### src/rtl/aes_add_round_key_if.sv
// Beat-level stream bundle for the AddRoundKey stage: the upstream ShiftRows/MixColumn
// side and the downstream output register side share one interface.
interface aes_add_round_key_if #(
    parameter int KA_W = 4
);
    logic            in_valid;
    logic            in_ready;
    logic            in_first;
    logic [127:0]    in_mix;
    logic [127:0]    in_shift;
    logic            out_valid;
    logic            out_ready;
    logic [127:0]    out_data;
    logic [KA_W-1:0] out_round;
    logic            out_last;

    modport master (
        output in_valid, in_first, in_mix, in_shift, out_ready,
        input  in_ready, out_valid, out_data, out_round, out_last
    );

    modport slave (
        input  in_valid, in_first, in_mix, in_shift, out_ready,
        output in_ready, out_valid, out_data, out_round, out_last
    );
endinterface

### src/rtl/aes_add_round_key.sv
// AES-128 AddRoundKey stage: round-key file, per-block round tracking, source select
// between the ShiftRows and MixColumn paths, and a one-deep registered output.
module aes_add_round_key #(
    parameter int NR   = 10,
    parameter int KA_W = 4
) (
    input  logic                  clk,
    input  logic                  rst,
    input  logic                  key_wr_en,
    input  logic [KA_W-1:0]       key_wr_addr,
    input  logic [127:0]          key_wr_data,
    aes_add_round_key_if.slave    bus,
    output logic                  err
);

    localparam logic [KA_W-1:0] LAST_ROUND = KA_W'(NR);

    logic [127:0]    key_file [0:NR];
    logic [KA_W-1:0] rc;
    logic            out_valid_q;
    logic [127:0]    out_data_q;
    logic [KA_W-1:0] out_round_q;
    logic            out_last_q;
    logic            err_q;

    logic            accept;
    logic            idle;
    logic            key_addr_ok;
    logic            key_we;
    logic            key_err;

    logic            beat_emit;
    logic            beat_err;
    logic [127:0]    beat_data;
    logic [KA_W-1:0] beat_round;
    logic            beat_last;
    logic [KA_W-1:0] rc_next;

    assign bus.in_ready  = !out_valid_q || bus.out_ready;
    assign bus.out_valid = out_valid_q;
    assign bus.out_data  = out_data_q;
    assign bus.out_round = out_round_q;
    assign bus.out_last  = out_last_q;
    assign err           = err_q;

    assign accept = bus.in_valid && bus.in_ready;

    // Idle is judged on pre-edge state, so a write alongside an accepted first beat
    // still lands while that beat whitens with the previous key[0].
    assign idle        = (rc == '0) && !out_valid_q;
    assign key_addr_ok = key_wr_addr <= LAST_ROUND;
    assign key_we      = key_wr_en && idle && key_addr_ok;
    assign key_err     = key_wr_en && !(idle && key_addr_ok);

    always_comb begin
        beat_emit  = 1'b0;
        beat_err   = 1'b0;
        beat_data  = '0;
        beat_round = '0;
        beat_last  = 1'b0;
        rc_next    = rc;
        if (bus.in_first) begin
            beat_emit  = 1'b1;
            beat_err   = (rc != '0);
            beat_data  = bus.in_shift ^ key_file[0];
            beat_round = '0;
            rc_next    = KA_W'(1);
        end else if (rc == '0) begin
            // Continuation beat with no block open: swallowed and flagged.
            beat_err   = 1'b1;
        end else if (rc == LAST_ROUND) begin
            beat_emit  = 1'b1;
            beat_data  = bus.in_shift ^ key_file[NR];
            beat_round = LAST_ROUND;
            beat_last  = 1'b1;
            rc_next    = '0;
        end else begin
            beat_emit  = 1'b1;
            beat_data  = bus.in_mix ^ key_file[rc];
            beat_round = rc;
            rc_next    = rc + KA_W'(1);
        end
    end

    always_ff @(posedge clk) begin
        if (rst) begin
            rc          <= '0;
            out_valid_q <= 1'b0;
            out_data_q  <= '0;
            out_round_q <= '0;
            out_last_q  <= 1'b0;
            err_q       <= 1'b0;
            for (int i = 0; i <= NR; i++) begin
                key_file[i] <= '0;
            end
        end else begin
            err_q <= (accept && beat_err) || key_err;
            if (accept) begin
                rc          <= rc_next;
                out_valid_q <= beat_emit;
                if (beat_emit) begin
                    out_data_q  <= beat_data;
                    out_round_q <= beat_round;
                    out_last_q  <= beat_last;
                end
            end else if (bus.out_ready) begin
                out_valid_q <= 1'b0;
            end
            if (key_we) begin
                key_file[key_wr_addr] <= key_wr_data;
            end
        end
    end

endmodule

### src/flat_wrapper.sv
// flat-port wrapper written by rule: the top's interface ports become plain ports
module aes_add_round_key_flat 
#(
    parameter int NR   = 10,
    parameter int KA_W = 4
)
  (clk, rst, key_wr_en, key_wr_addr, key_wr_data, err, bus_in_valid, bus_in_first, bus_in_mix, bus_in_shift, bus_out_ready, bus_in_ready, bus_out_valid, bus_out_data, bus_out_round, bus_out_last);
  aes_add_round_key_if #(.KA_W(KA_W)) bus_i ();
  input  logic clk;
  input  logic rst;
  input  logic key_wr_en;
  input  logic [KA_W-1:0] key_wr_addr;
  input  logic [127:0] key_wr_data;
  output logic err;
  input wire logic [$bits(bus_i.in_valid)-1:0] bus_in_valid;
  input wire logic [$bits(bus_i.in_first)-1:0] bus_in_first;
  input wire logic [$bits(bus_i.in_mix)-1:0] bus_in_mix;
  input wire logic [$bits(bus_i.in_shift)-1:0] bus_in_shift;
  input wire logic [$bits(bus_i.out_ready)-1:0] bus_out_ready;
  output wire logic [$bits(bus_i.in_ready)-1:0] bus_in_ready;
  output wire logic [$bits(bus_i.out_valid)-1:0] bus_out_valid;
  output wire logic [$bits(bus_i.out_data)-1:0] bus_out_data;
  output wire logic [$bits(bus_i.out_round)-1:0] bus_out_round;
  output wire logic [$bits(bus_i.out_last)-1:0] bus_out_last;
  assign bus_i.in_valid = bus_in_valid;
  assign bus_i.in_first = bus_in_first;
  assign bus_i.in_mix = bus_in_mix;
  assign bus_i.in_shift = bus_in_shift;
  assign bus_i.out_ready = bus_out_ready;
  assign bus_in_ready = bus_i.in_ready;
  assign bus_out_valid = bus_i.out_valid;
  assign bus_out_data = bus_i.out_data;
  assign bus_out_round = bus_i.out_round;
  assign bus_out_last = bus_i.out_last;
  aes_add_round_key #(.NR(NR), .KA_W(KA_W)) u_core (.clk(clk), .rst(rst), .key_wr_en(key_wr_en), .key_wr_addr(key_wr_addr), .key_wr_data(key_wr_data), .bus(bus_i), .err(err));
endmodule
### config.mk
export PLATFORM = sky130hd
export DESIGN_NAME = aes_add_round_key_flat
export DESIGN_NICKNAME = d
export VERILOG_FILES = /design/src/rtl/aes_add_round_key_if.sv /design/src/rtl/aes_add_round_key.sv /design/src/flat_wrapper.sv
export SDC_FILE = /design/constraint.sdc
export NUM_CORES = 2
export LEC_CHECK = 0
export ABC_AREA = 1
export ABC_CLOCK_PERIOD_IN_PS = 16160
export BUFFER_PORTS_ARGS = -buffer_cell sky130_fd_sc_hd__buf_2
export CAP_MARGIN = 15
export CORE_MARGIN = 3
export CORE_UTILIZATION = 45
export CTS_CLUSTER_SIZE = 20
export DETAILED_ROUTE_END_ITERATION = 10
export PLACE_DENSITY = 0.6
export SYNTH_ARGS = -nofsm -noshare
export SYNTH_HDL_FRONTEND = slang
export SYNTH_SLANG_ARGS = --single-unit
### constraint.sdc
create_clock -name clk -period 16.16 [get_ports clk]
set_clock_uncertainty 0.05 [all_clocks]
set_input_delay 1.616 -clock clk [delete_from_list [all_inputs] [get_ports clk]]
set_output_delay 1.616 -clock clk [all_outputs]
set_load 0.01 [all_outputs]
After elaboration in Yosys (flattened, before gate mapping)
Memories as Yosys holds them, arrays and structs flattened. A register that Yosys moved wholly into a read port is not among the register bits. Cells that the tools add are included. W data, S select, Z words.

Add/sub/neg operators: 1. $lt $le $gt $ge: 1. Equality and inequality tests: 2. Mux-type cells: 28. Bitwise operators: 3. Reductions and logical operators: 17.

Operator list (number): $mux W128 (4); $xor A128 B128 Y128 (3); $reduce_or A128 Y1 (1); $mux W4 (9); $mux W1 (15); $logic_and A1 B1 Y1 (7); $add A4 B1 Y4 const B (1); $eq A4 B4 Y1 const B (1); $le A4 B4 Y1 const B (1); $logic_not A4 Y1 (1); $reduce_and A2 Y1 (2); $reduce_bool A4 Y1 (1); $logic_not A1 Y1 (2); $logic_or A1 B1 Y1 (2); $ne A2 B2 Y1 const B (1); $reduce_bool A2 Y1 (1).

Bits in registers: 139. RAM bits: 1408. Input bits: 394. Output and inout bits: 136. Word-level logic and storage cells: 59. Memories: 1.

Memory list: u_core.key_file (words 11, width 128, read ports 3, clocked after Yosys merged registers in 1, wr ports 11, line aes_add_round_key.sv:18) `logic [127:0] key_file [0:NR];`.

Logic depth before layout (Yosys ltp)
Depth in word-level cells: 9. Mapped depth: 14. Gate-level depth less buffers: 12.

Worst setup path after synthesis
No wires, ideal clock.

Path kind: input -> register. Start: input rst. End: memory u_core.key_file[9][0], enable pin. Data arrival time: 7.800 ns. Data required time: 15.493 ns. Path slack: 7.693 ns. Cell stages on the path: 6. Path buffers: 2. Path through: clkbuf_1 -> inv_2 -> nand2_2 -> buf_1 -> nor2_1 -> nor2_1.

RTL lines: start, declared (line flat_wrapper.sv:10) `input logic rst;`; end, declared (line aes_add_round_key.sv:18).

==> implementation parameters <==
Parameter                              Value

Status
  Outcome    completed

Global route
  Tot GR Track Use    0.274
  Overflow left after global routing    0
  Largest net degree at the start of global routing    between 200 and 250
  Number of global-route vias before repair    ~80000
  Initial antenna violation count    14
  Wire length of the first global-routing pass    between 400 and 500 mm

Floorplan
  Core box area    about 0.23 mm²
  Starting density of the core    0.453
  Std-Cell Rows    175
  I/O pin count    530
  Width of the die    between 400 and 500 µm
  Die outline height    ~480 µm
  Die footprint    0.235 mm²

Final layout
  Layout Utilization    0.516
  Final Cell Area    around 0.12 mm²
  Register area    between 0.06 and 0.07 mm²
  Multi-input gate area in the final layout    0.0348 mm²
  Fraction of final layout cells sized beyond drive strength 1    0.0812
  Number of inserted filler cells in the final layout    ~21000
  # nets final    around 13000
  Area delta synth->final    14.0%

Clock tree
  Number of buffers inserted during clock tree synthesis    234
  # hold bufs at CTS    0
  Post-cts gate resize count    0
  H-tree levels    4
  Clock insertion delay at the later pin of the skew report    roughly 920 ps
  Clock sinks    2191
  Post-CTS setup repair buffer count    0
  Clk Tree Root Cell    clkbuf_16
  Clk slew on worst S/H paths    approximately 60 ps
  Largest buffer count on any clock path    3
  TritonCTS clock tree    done

STA
  Max-slew headroom    0.146
  Setup TNS    0 ps
  Final hold vios    0
  Measured slew at the worst slew-check pin    between 1000 and 1500 ps
  Top achievable clock speed    156 MHz
  Setup WS post-layout    9770 ps
  Post-route minimum period    about 6400 ps
  Share of the clock period used by the worst path after layout    0.395
  Setup repair after global routing missed its margin    no
  Max Slew Vio Count    0
  Number of setup violations in the final report    0

Drt
  Via density per instance    5.30
  Vias after detailed routing    82800
  Iteration-0 DRC count of the detailed router    approximately 8700
  Routed len/inst    21.1 µm
  Routed WL    around 330 mm
  Residual DRC count    0
  Detailed-routing iteration count for the pre-antenna-repair pass    6
  ANT nets after route    0

Power
  Peak supply drop    slightly above 0.09 mV
  Power consumption    0.0135 W
  Pwr Density    114 mW/mm²
  Pleak    just over 50 nW

Critical path
  Required time at the endpoint of the critical path    approximately 17000 ps
  Type of destination of the critical path    register
  Category of the worst setup path launch point    primary input
  Classification of the worst setup path    in -> reg
  Arrival time of data at the critical path endpoint    a little under 7000 ps
  CP max FO    75

Synth
  Mean instance size in the synthesized netlist    just under 9 µm²
  Number of cells produced by synthesis    roughly 12000
  Unique cell type count in the Yosys netlist    32
  Seq cells post-synth    between 2000 and 2500
  Fraction of the yosys area taken by sequential cells    0.612
  Yosys synthesis warning count    0
  Cell Area, Synth    roughly 0.10 mm²

Place
  Count of input and output buffers    529
  Hpwl dp    183 mm
  Placed cell areas    approximately 0.11 mm²
  Routability cong.    0.802
  Pre-CTS worst setup slack    about 8900 ps

Worst hold path
  Path type of the worst min-delay path    reg -> reg

Job
  Total of max-cap violations    0
synth_stat cells:
| cell | count | area (µm²) |
|---|---|---|
| nor2_2 | 2 | 12.5 |
| o21ai_1 | 1 | 5.00 |
| ha_1 | 4 | 50.1 |
| nor2_4 | 1 | 11.3 |
| buf_6 | 3 | 33.8 |
| dfxtp_1 | 271 | 5430 |
| nand3_1 | 1825 | 9130 |
| xor2_1 | 128 | 1120 |
| nor3_2 | 1 | 10.0 |
| edfxtp_1 | 1920 | 57700 |
| or2_2 | 8 | 50.1 |
| nor2_1 | 1587 | 5960 |
| nand2_2 | 1 | 6.26 |
| nand4_1 | 1 | 6.26 |
| nand2_4 | 1 | 11.3 |
| xnor2_1 | 1 | 8.76 |
| o21ai_0 | 397 | 1990 |
| clkinv_1 | 40 | 150 |
| buf_1 | 77 | 289 |
| a21oi_1 | 267 | 1340 |
| clkbuf_1 | 499 | 1870 |
| buf_4 | 3 | 22.5 |
| o211ai_1 | 1 | 7.51 |
| nor4_1 | 1 | 6.26 |
| inv_1 | 1132 | 4250 |
| inv_2 | 9 | 33.8 |
| o21a_1 | 1 | 7.51 |
| a211oi_1 | 1 | 7.51 |
| nand2_1 | 3234 | 12100 |
| nand3b_1 | 46 | 345 |
| conb_1 | 1 | 3.75 |
| buf_2 | 220 | 1100 |
kinds of logic after synthesis:
family | synth area share
simple gates | 0.269
flops | 0.612
buf+inv | 0.0752
compound gates | 0.0325
xor+xnor | 0.0110
fa+ha+maj | 0.000486
other cells | 0.0000364
sequential cells by signal, summed over array words and instances, names as in the netlist, named ones only:
name                  count
u_core.key_file        2048
u_core.bus.out_data     128
u_core.bus.out_round      4
u_core.rc                 4
u_core.bus.out_last       1
u_core.bus.out_valid      1
u_core.err                1
worst max-delay path, stage by stage:
cell and delay [ps]:
buf_2 180, inv_8 560, nand2_4 530, nor2_1 880, nand2_4 580, nand2_4 720, buf_4 630, buf_4 860
path summary, 6_finish.rpt:
path         slack, ps               startpoint                      end  cells past startpoint
max               9770                      rst   u_core.key_file[6][23]                      8
max reg2reg      10110             u_core.rc[0]   u_core.key_file[6][23]                     12
min reg2reg        420  u_core.bus.out_round[3]  u_core.bus.out_round[3]                      2
min                420  u_core.bus.out_round[3]  u_core.bus.out_round[3]                      2
routing by layer:
| layer | part of all wire | up-vias | track usage |
|---|---|---|---|
| met5 | 0.000082 | - | 0 |
| met4 | 0.027 | 2 | 0.0798 |
| met3 | 0.091 | 475 | 0.0474 |
| met2 | 0.46 | 3557 | 0.436 |
| met1 | 0.42 | 40000 | 0.385 |
| li1 | - | 38700 | - |
power breakdown:
group          internal (W)  switching [W]  total, W  leakage [nW]
clock               0.00304        0.00235   0.00539          3.76
sequential          0.00642       0.000108   0.00653          22.1
combinational      0.000421        0.00111   0.00154          25.0
layout by cell type (no fill, tap or decap), drive strengths merged, types with 267 or more instances in the layout:
cell | synthesis | final
edfxtp | 1920 | 1920
dfxtp | 271 | 271
conb | 1 | 640
nand3 | 1825 | 1825
clkbuf | 499 | 317
o21ai | 398 | 398
nand2 | 3236 | 3236
buf | 303 | 630
nor2 | 1590 | 1590
inv | 1141 | 1146
a21oi | 267 | 267
area by class of cell:
cell class | instances | area share
clock buffer | 317 | 0.0547
timing repair buffer | 630 | 0.0304
multi-input combinational | 8149 | 0.296
inverter | 1181 | 0.0382
sequential | 2191 | 0.537
antenna | 9 | 0.000192
tap | 3009 | 0.0320
clock inverter | 125 | 0.0113
through the flow:
step / hold WS [ps] / instances
global route: 450 / 15600
CTS: 418 / 15600
finish: 417 / 15600
detailed placement: 408 / 15200
global placement: 412 / 15200
floorplan: 422 / 12300
No activity file was read; power rests on OpenSTA's default activity.
